`src/rtl/elevator_pkg.sv`:
```
// Shared definitions for the elevator request path and elevator_controller:
// floor count, debounce defaults and the request-vector types.
package elevator_pkg;

    localparam int NUM_FLOORS      = 4;
    localparam int FLOOR_BITS      = 2;
    localparam int DEBOUNCE_CYCLES = 3;
    localparam int CNT_BITS        = 2;

    typedef logic [FLOOR_BITS-1:0] floor_t;
    typedef logic [NUM_FLOORS-1:0] req_vec_t;

    // Which panel a button line comes from.
    typedef enum logic [1:0] {
        BTN_CAB  = 2'd0,
        BTN_UP   = 2'd1,
        BTN_DOWN = 2'd2
    } btn_kind_t;

    // The top floor has no up call and the ground floor has no down call;
    // those request bits are held at zero.
    function automatic logic line_exists(btn_kind_t kind, int floor, int num_floors);
        case (kind)
            BTN_UP:   return floor != num_floors - 1;
            BTN_DOWN: return floor != 0;
            default:  return 1'b1;
        endcase
    endfunction

endpackage

```
`src/rtl/button_debouncer.sv`:
```
// One raw button line: 2-flop synchronizer, saturating run counter,
// debounced level and a one-cycle press pulse on its rising edge.
module button_debouncer #(
    parameter int DEBOUNCE_CYCLES = 3,
    parameter int CNT_BITS        = 2
) (
    input  logic clk,
    input  logic reset,
    input  logic raw_i,
    output logic press_o
);

    localparam logic [CNT_BITS-1:0] CNT_MAX = CNT_BITS'(DEBOUNCE_CYCLES);

    logic                sync1_q, s_q;
    logic [CNT_BITS-1:0] cnt_q, cnt_d;
    logic                db_q, db_d;

    // Count consecutive synchronized-high cycles; the level is accepted in the
    // same cycle the count reaches its limit so the press can latch on that edge.
    always_comb begin
        cnt_d = '0;
        if (s_q) begin
            if (cnt_q >= CNT_MAX) cnt_d = CNT_MAX;
            else                  cnt_d = cnt_q + CNT_BITS'(1);
        end
        db_d    = s_q & (db_q | (cnt_d == CNT_MAX));
        press_o = db_d & ~db_q;
    end

    // Synchronizer, counter and debounced level.
    always_ff @(posedge clk) begin
        if (reset) begin
            sync1_q <= 1'b0;
            s_q     <= 1'b0;
            cnt_q   <= '0;
            db_q    <= 1'b0;
        end else begin
            sync1_q <= raw_i;
            s_q     <= sync1_q;
            cnt_q   <= cnt_d;
            db_q    <= db_d;
        end
    end

endmodule

```
`src/rtl/elevator_request_latch.sv`:
```
// Turns raw cab and hall buttons into pending-request bits that stay set
// until the controller serves the floor. Feeds elevator_controller directly.
module elevator_request_latch #(
    parameter int NUM_FLOORS      = elevator_pkg::NUM_FLOORS,
    parameter int FLOOR_BITS      = elevator_pkg::FLOOR_BITS,
    parameter int DEBOUNCE_CYCLES = elevator_pkg::DEBOUNCE_CYCLES,
    parameter int CNT_BITS        = elevator_pkg::CNT_BITS
) (
    input  logic                  clk,
    input  logic                  reset,
    input  logic [NUM_FLOORS-1:0] btn_internal,
    input  logic [NUM_FLOORS-1:0] btn_up,
    input  logic [NUM_FLOORS-1:0] btn_down,
    input  logic                  serve_valid,
    input  logic [FLOOR_BITS-1:0] serve_floor,
    input  logic                  serve_up,
    input  logic                  serve_down,
    output logic [NUM_FLOORS-1:0] internal_requests,
    output logic [NUM_FLOORS-1:0] external_up_requests,
    output logic [NUM_FLOORS-1:0] external_down_requests,
    output logic                  any_request
);

    import elevator_pkg::line_exists;
    import elevator_pkg::BTN_UP;
    import elevator_pkg::BTN_DOWN;

    logic [NUM_FLOORS-1:0] press_int, press_up, press_down;
    logic [NUM_FLOORS-1:0] clr_floor, up_keep, down_keep;
    logic [NUM_FLOORS-1:0] int_q, int_d, up_q, up_d, down_q, down_d;
    logic                  any_q, any_d;

    for (genvar f = 0; f < NUM_FLOORS; f++) begin : g_floor
        button_debouncer #(
            .DEBOUNCE_CYCLES(DEBOUNCE_CYCLES),
            .CNT_BITS       (CNT_BITS)
        ) u_int (
            .clk    (clk),
            .reset  (reset),
            .raw_i  (btn_internal[f]),
            .press_o(press_int[f])
        );

        button_debouncer #(
            .DEBOUNCE_CYCLES(DEBOUNCE_CYCLES),
            .CNT_BITS       (CNT_BITS)
        ) u_up (
            .clk    (clk),
            .reset  (reset),
            .raw_i  (btn_up[f]),
            .press_o(press_up[f])
        );

        button_debouncer #(
            .DEBOUNCE_CYCLES(DEBOUNCE_CYCLES),
            .CNT_BITS       (CNT_BITS)
        ) u_down (
            .clk    (clk),
            .reset  (reset),
            .raw_i  (btn_down[f]),
            .press_o(press_down[f])
        );

        // An out-of-range serve_floor matches no index, so it clears nothing.
        assign clr_floor[f] = serve_valid && (serve_floor == FLOOR_BITS'(f));
        assign up_keep[f]   = line_exists(BTN_UP, f, NUM_FLOORS);
        assign down_keep[f] = line_exists(BTN_DOWN, f, NUM_FLOORS);
    end

    // Set on press, clear on serve; clear wins because the door is already open.
    always_comb begin
        int_d  = (int_q | press_int) & ~clr_floor;
        up_d   = (up_q | press_up) & ~(clr_floor & {NUM_FLOORS{serve_up}}) & up_keep;
        down_d = (down_q | press_down) & ~(clr_floor & {NUM_FLOORS{serve_down}}) & down_keep;
        any_d  = |{int_d, up_d, down_d};
    end

    // Pending-request registers.
    always_ff @(posedge clk) begin
        if (reset) begin
            int_q  <= '0;
            up_q   <= '0;
            down_q <= '0;
            any_q  <= 1'b0;
        end else begin
            int_q  <= int_d;
            up_q   <= up_d;
            down_q <= down_d;
            any_q  <= any_d;
        end
    end

    assign internal_requests      = int_q;
    assign external_up_requests   = up_q;
    assign external_down_requests = down_q;
    assign any_request            = any_q;

endmodule

```
`config.mk`:
```
export PLATFORM = sky130hd
export DESIGN_NAME = elevator_request_latch
export DESIGN_NICKNAME = d
export VERILOG_FILES = /design/src/rtl/elevator_pkg.sv /design/src/rtl/button_debouncer.sv /design/src/rtl/elevator_request_latch.sv
export SDC_FILE = /design/constraint.sdc
export NUM_CORES = 1
export LEC_CHECK = 0
export CAP_MARGIN = 20
export CORE_MARGIN = 1
export CORE_UTILIZATION = 45
export DETAILED_ROUTE_END_ITERATION = 8
export GPL_ROUTABILITY_DRIVEN = 0
export PLACE_DENSITY = 0.73
export SLEW_MARGIN = 20
export SYNTH_ARGS = -nofsm -noshare
export SYNTH_HDL_FRONTEND = slang
export SYNTH_SLANG_ARGS = --single-unit
```
`constraint.sdc`:
```
create_clock -name clk -period 3.3 [get_ports clk]
set_input_delay 0.495 -clock clk [delete_from_list [all_inputs] [get_ports clk]]
set_output_delay 0.495 -clock clk [all_outputs]
set_load 0.05 [all_outputs]
```
Word level (Yosys, flattened, before mapping):

Cells that the tools add are included.

* flip-flop bits (word level): 67
* bits in latches: 0
* bits in writable memories: 0
* bits in read-only memories: 0
* input port bits: 19
* output and inout port bits: 13
* word-level logic and storage cells: 168
* memories kept: 0

* add/subtract/negate cells: 11
* multiply operators: 0
* div/mod/pow operators: 0
* order comparisons: 11
* equality and inequality tests: 14
* shift-type cells: 0
* multiplexer cells: 22
* bitwise logic cells: 55
* reductions and logical operators: 6

Operators by type and width (count)
* $mux 2: 22
* $eq 2x2->1 const B: 13
* $add 2x1->2 const B: 11
* $and 1x1->1: 22
* $ge 2x2->1 const B: 11
* $and 4x4->4: 3
* $not 1->1: 11
* $or 1x1->1: 11
* $reduce_or 10->1: 1
* $not 4->4: 2
* $or 4x4->4: 2
* $and 3x3->3: 2
* $logic_and 1x1->1: 4
* $not 3->3: 1
* $or 3x3->3: 1
* $eq 2x1->1 const B: 1
* $logic_not 2->1: 1

Longest topological paths before layout:

* word-level depth: 10
* depth in mapped cells: 4
* gate-level depth less buffers: 4

By module:

Synthesis repeated with hierarchy kept, for this count alone.

* cells, all modules: 204
* area, all modules: 2127.0 µm²

By module, submodules not included
* button_debouncer: instances 10, cells an instance 16, area an instance 171.4 µm², seq. area each 100.1 µm²
* elevator_request_latch: instances 1, cells an instance 44, area an instance 412.9 µm², seq. area each 220.2 µm²

Worst setup path before layout:

OpenSTA, ideal clock, no wires.

* path type: input to register
* start: in serve_floor[1]
* end: reg any_q, in the netlist any_request
* setup time: 146 ps
* arrival time: 1337 ps
* data required time: 3154 ps
* slack: 1816 ps
* stages on the path: 4
* path buffers: 0
* cell sequence: and3b_2 nand4_1 a2111oi_1 a41oi_1

* longest elaborated chain between the ends: 6
* elaborated cells between the ends (all ways): 17
* classes of those cells: eq/ne: 3; bitwise: 8; reduce/logical: 6

RTL lines
* from (decl): RTL line elevator_request_latch.sv:15 `input logic [FLOOR_BITS-1:0] serve_floor,`
* $eq 2x1->1 (tied with other cells): RTL line elevator_request_latch.sv:65 `assign clr_floor[f] = serve_valid && (serve_floor == FLOOR_BITS'(f));`
* $logic_and 1x1->1: RTL line elevator_request_latch.sv:65
* $and 3x3->3 / $and 4x4->4 (equally long branches): RTL line elevator_request_latch.sv:73, elevator_request_latch.sv:74
* $not 3->3 / $not 4->4 (equally long branches): RTL line elevator_request_latch.sv:73, elevator_request_latch.sv:74
* $and 3x3->3 / $and 4x4->4 (equally long branches): RTL line elevator_request_latch.sv:73, elevator_request_latch.sv:74
* $reduce_or 10->1 (*): RTL line elevator_request_latch.sv:75 `any_d = |{int_d, up_d, down_d};`
* to (signal assigned): RTL line elevator_request_latch.sv:89 `any_q <= any_d;`
* to (decl): RTL line elevator_request_latch.sv:31 `logic any_q, any_d;`

Mark *: on every way between the ends. The rest lies on a longest branch, timed or not.
A chain may end at the register's enable or synchronous reset.

Worst setup path after layout:

* start: reg int_q[2], in the netlist internal_requests[2]
* end: out internal_requests[2]

RTL lines
* from (decl): RTL line elevator_request_latch.sv:30 `logic [NUM_FLOORS-1:0] int_q, int_d, up_q, up_d, down_q, down_d;`
* from (signal assigned): RTL line elevator_request_latch.sv:86 `int_q <= int_d;`
* to (decl): RTL line elevator_request_latch.sv:18 `output logic [NUM_FLOORS-1:0] internal_requests,`

No word-level cell between the ends.

==> results.txt <==
The first global-routing pass estimated 5740 um of wire. The die outline area came out at 0.00481 mm2. The power per standard cell area is 542 mW/mm2, and the final number of hold-violating endpoints is 0.

The total track usage is 0.153. For this run the aggregate overflow at the end of global routing stands at 0. The number of cells after detailed placement came out at 286. The run gives 1471 as the via total after detailed routing. Launch point of the worst path: internal_requests[2]$_SDFF_PP0_. The fraction of the yosys area taken by sequential cells was 0.598. The final period demand of the worst path was 2.01 ns. In the layout the commonest cells are 61 x dfxtp_1, 37 x nor2_1, 27 x clkdlybuf4s50_1.

The largest driver fanout on the critical path was 3; the post-route total power was 1370 uW. Timing would allow up to 498 MHz. The required time reported for the critical path endpoint is 2.80 ns.

At the pin with the least slew margin, the transition time is 0.614 ns. The mean routed wirelength per cell came out at 11.0 um. The hold buffer count at CTS was 0; the clock buffer count from CTS was 9.

For the number of routed nets with antenna violations, the log shows 0. The largest vdd supply drop came out at 0.000339 V. Grouping stages by cell kind, the critical path spends the most delay in buffers and inverters. The H-tree generated during clock tree synthesis spans 3 levels. Before antenna repair, the detailed router went through 5 iterations. TritonCTS built the clock tree. The effective utilization at floorplan was 0.469. The number of register bits inferred by synthesis works out to 61. The die is 69.4 um tall.

Yosys printed 0 warnings. 32 I/O pins were placed. The delay of the slowest cell on the worst path was 0.83 ns. The run gives 0.000925 uW as the leakage power summed over all cells. Cell at the root of the clock tree: clkbuf_8.

The clock passes through at most 2 buffers. The mapped cell area is 0.00204 mm2, and the max-capacitance violation count is 0. The tools report the beginning of the worst register-to-register path as g_floor[2].u_int.db_q$_SDFF_PP0_. The cell with the biggest individual delay on the critical path was clkdlybuf4s50_1. Setup violations remaining at the end of the flow were counted as 0.

Leaving out fill and tap cells, the most frequent cell in the layout is dfxtp_1. The tools report the max-slew violation count as 0. The startpoint of the worst hold path was g_floor[1].u_int.cnt_q[0]$_SDFF_PP0_. Input and output buffers added on the ports amount to 27.

The logs give 1375 for the via count of the first global-routing pass and 61 for the number of sinks on the clock net. The half-perimeter wire length after placement was 2290 um; the final clock skew was 0.00655 ns. The area added between synthesis and finish is 24.2%, and the DRC violation count after routing is 0.

Setup repair after global routing left no endpoint under its margin. The number of vias per cell works out to 4.90. The worst-skew pair later-pin latency came out at 0.32 ns. Initial antenna violation count: 0. The diode insertion count for antenna repair is 0, and the number of nets in the finished design is 264. The die is 69.4 um wide.

The relative slew slack is 0.590, and the mean instance size in the synthesized netlist is 9.68 um2. The critical path endpoint category was an output port. In this run the worst hold path is classified as register to register.

The total negative slack for setup checks is 0 ns. The tools report the gate count after technology mapping as 211. The critical path in this run is classified as register to output port.

Wires add up to 3310 um. The signal arrival time at the worst endpoint was 1.51 ns; the floorplan row count was 24. Buffers plus inverters on the worst setup path: 1.

The number of gates resized after CTS was 0. The share of final-layout standard cells stronger than drive strength 1 came out at 0.0806. Entering global routing, the biggest net connects 26 pins. The worst setup path is launched from a register. The core region is 0.00435 mm2.

The number of setup buffers added after CTS is 0, and the number of cells in the finished layout apart from fillers is 300. The critical path goes through clkdlybuf4s50_1. The clock-pin slew on the worst setup and hold paths is 0.06 ns, and the share of the clock period used by the worst path after layout is 0.608. The run finished with clean final reports. The netlist uses 31 different library cells.

The first routing iteration left 53 violations.
registers in the layout, indices dropped and copies added (netlist names), 4 cells and up:
signal / cells
g_floor.u_down.cnt_q: 6
g_floor.u_up.cnt_q: 6
g_floor.u_int.cnt_q: 8
g_floor.u_int.sync1_q: 4
g_floor.u_int.db_q: 4
internal_requests: 4
g_floor.u_int.s_q: 4
Yosys cell counts (all sizes together):
cell type | n | area (um2)
a221oi | 1 | 8.76
nand3b | 6 | 45.0
and3 | 1 | 7.51
o41ai | 1 | 8.76
a21oi | 13 | 65.1
nand2 | 7 | 26.3
nor2b | 21 | 131
a41oi | 1 | 8.76
inv | 19 | 71.3
a22oi | 2 | 15.0
conb | 1 | 3.75
dfxtp | 61 | 1220
a31o | 1 | 8.76
nand4 | 2 | 12.5
a32oi | 3 | 26.3
a2bb2oi | 1 | 8.76
and3b | 4 | 37.5
nor3 | 1 | 5.00
a31oi | 1 | 6.26
nand2b | 10 | 62.6
a2111oi | 1 | 10.0
o21bai | 2 | 15.0
and2 | 1 | 6.26
nor2 | 37 | 139
and4b | 1 | 11.3
nor3b | 2 | 20.0
a211oi | 4 | 30.0
buf | 2 | 15.0
clkbuf | 4 | 15.0
per-layer routing:
metal | global-route usage | vias up | part of all wire
li1 | - | 755 | -
met1 | 0.180 | 671 | 0.47
met2 | 0.241 | 37 | 0.46
met3 | 0.0509 | 8 | 0.046
met4 | 0.0952 | 0 | 0.019
met5 | 0 | - | 0
cell type report:
class | instances | area, um2
Inverter | 19 | 71.3
Sequential cell | 61 | 1220
Tap cell | 52 | 65.1
Clock inverter | 2 | 10.0
Multi-Input combinational cell | 126 | 723
Timing Repair Buffer | 28 | 290
Fill cell | 389 | 1820
Clock buffer | 12 | 155
cell families after synthesis:
group / Yosys count / share of synthesized area
simple gates: 93 / 0.247
flops: 61 / 0.598
compound gates: 31 / 0.104
buf+inv: 25 / 0.0496
other cells: 1 / 0.00184
where the power goes:
group | switching [uW] | internal, uW
clock network | 253 | 302
logic | 28.0 | 33.6
registers | 5.57 | 752
worst paths after layout:
check / end / slack, ns / depth (start not counted)
worst max-delay path: internal_requests[2] / 1.29 / 1
worst min-delay path: g_floor[1].u_int.cnt_q[0]$_SDFF_PP0_ / 0.43 / 1
worst min register to register: g_floor[1].u_int.cnt_q[0]$_SDFF_PP0_ / 0.43 / 1
worst max register to register: any_request$_SDFF_PP0_ / 1.98 / 4
stage by stage:
stage / hold WS, ns / setup slack, ns / instance area, um2 / util
2_1_floorplan: 0.408 / 1.82 / 2050 / -
3_3_place_gp: 0.415 / 1.13 / 2370 / 0.545
3_5_place_dp: 0.424 / 1.14 / 2370 / 0.545
4_1_cts: 0.433 / 1.28 / 2540 / 0.582
5_1_grt: 0.444 / 1.25 / 2540 / 0.582
6_report: 0.429 / 1.29 / 2540 / 0.582
No activity file was read; power rests on OpenSTA's default activity.
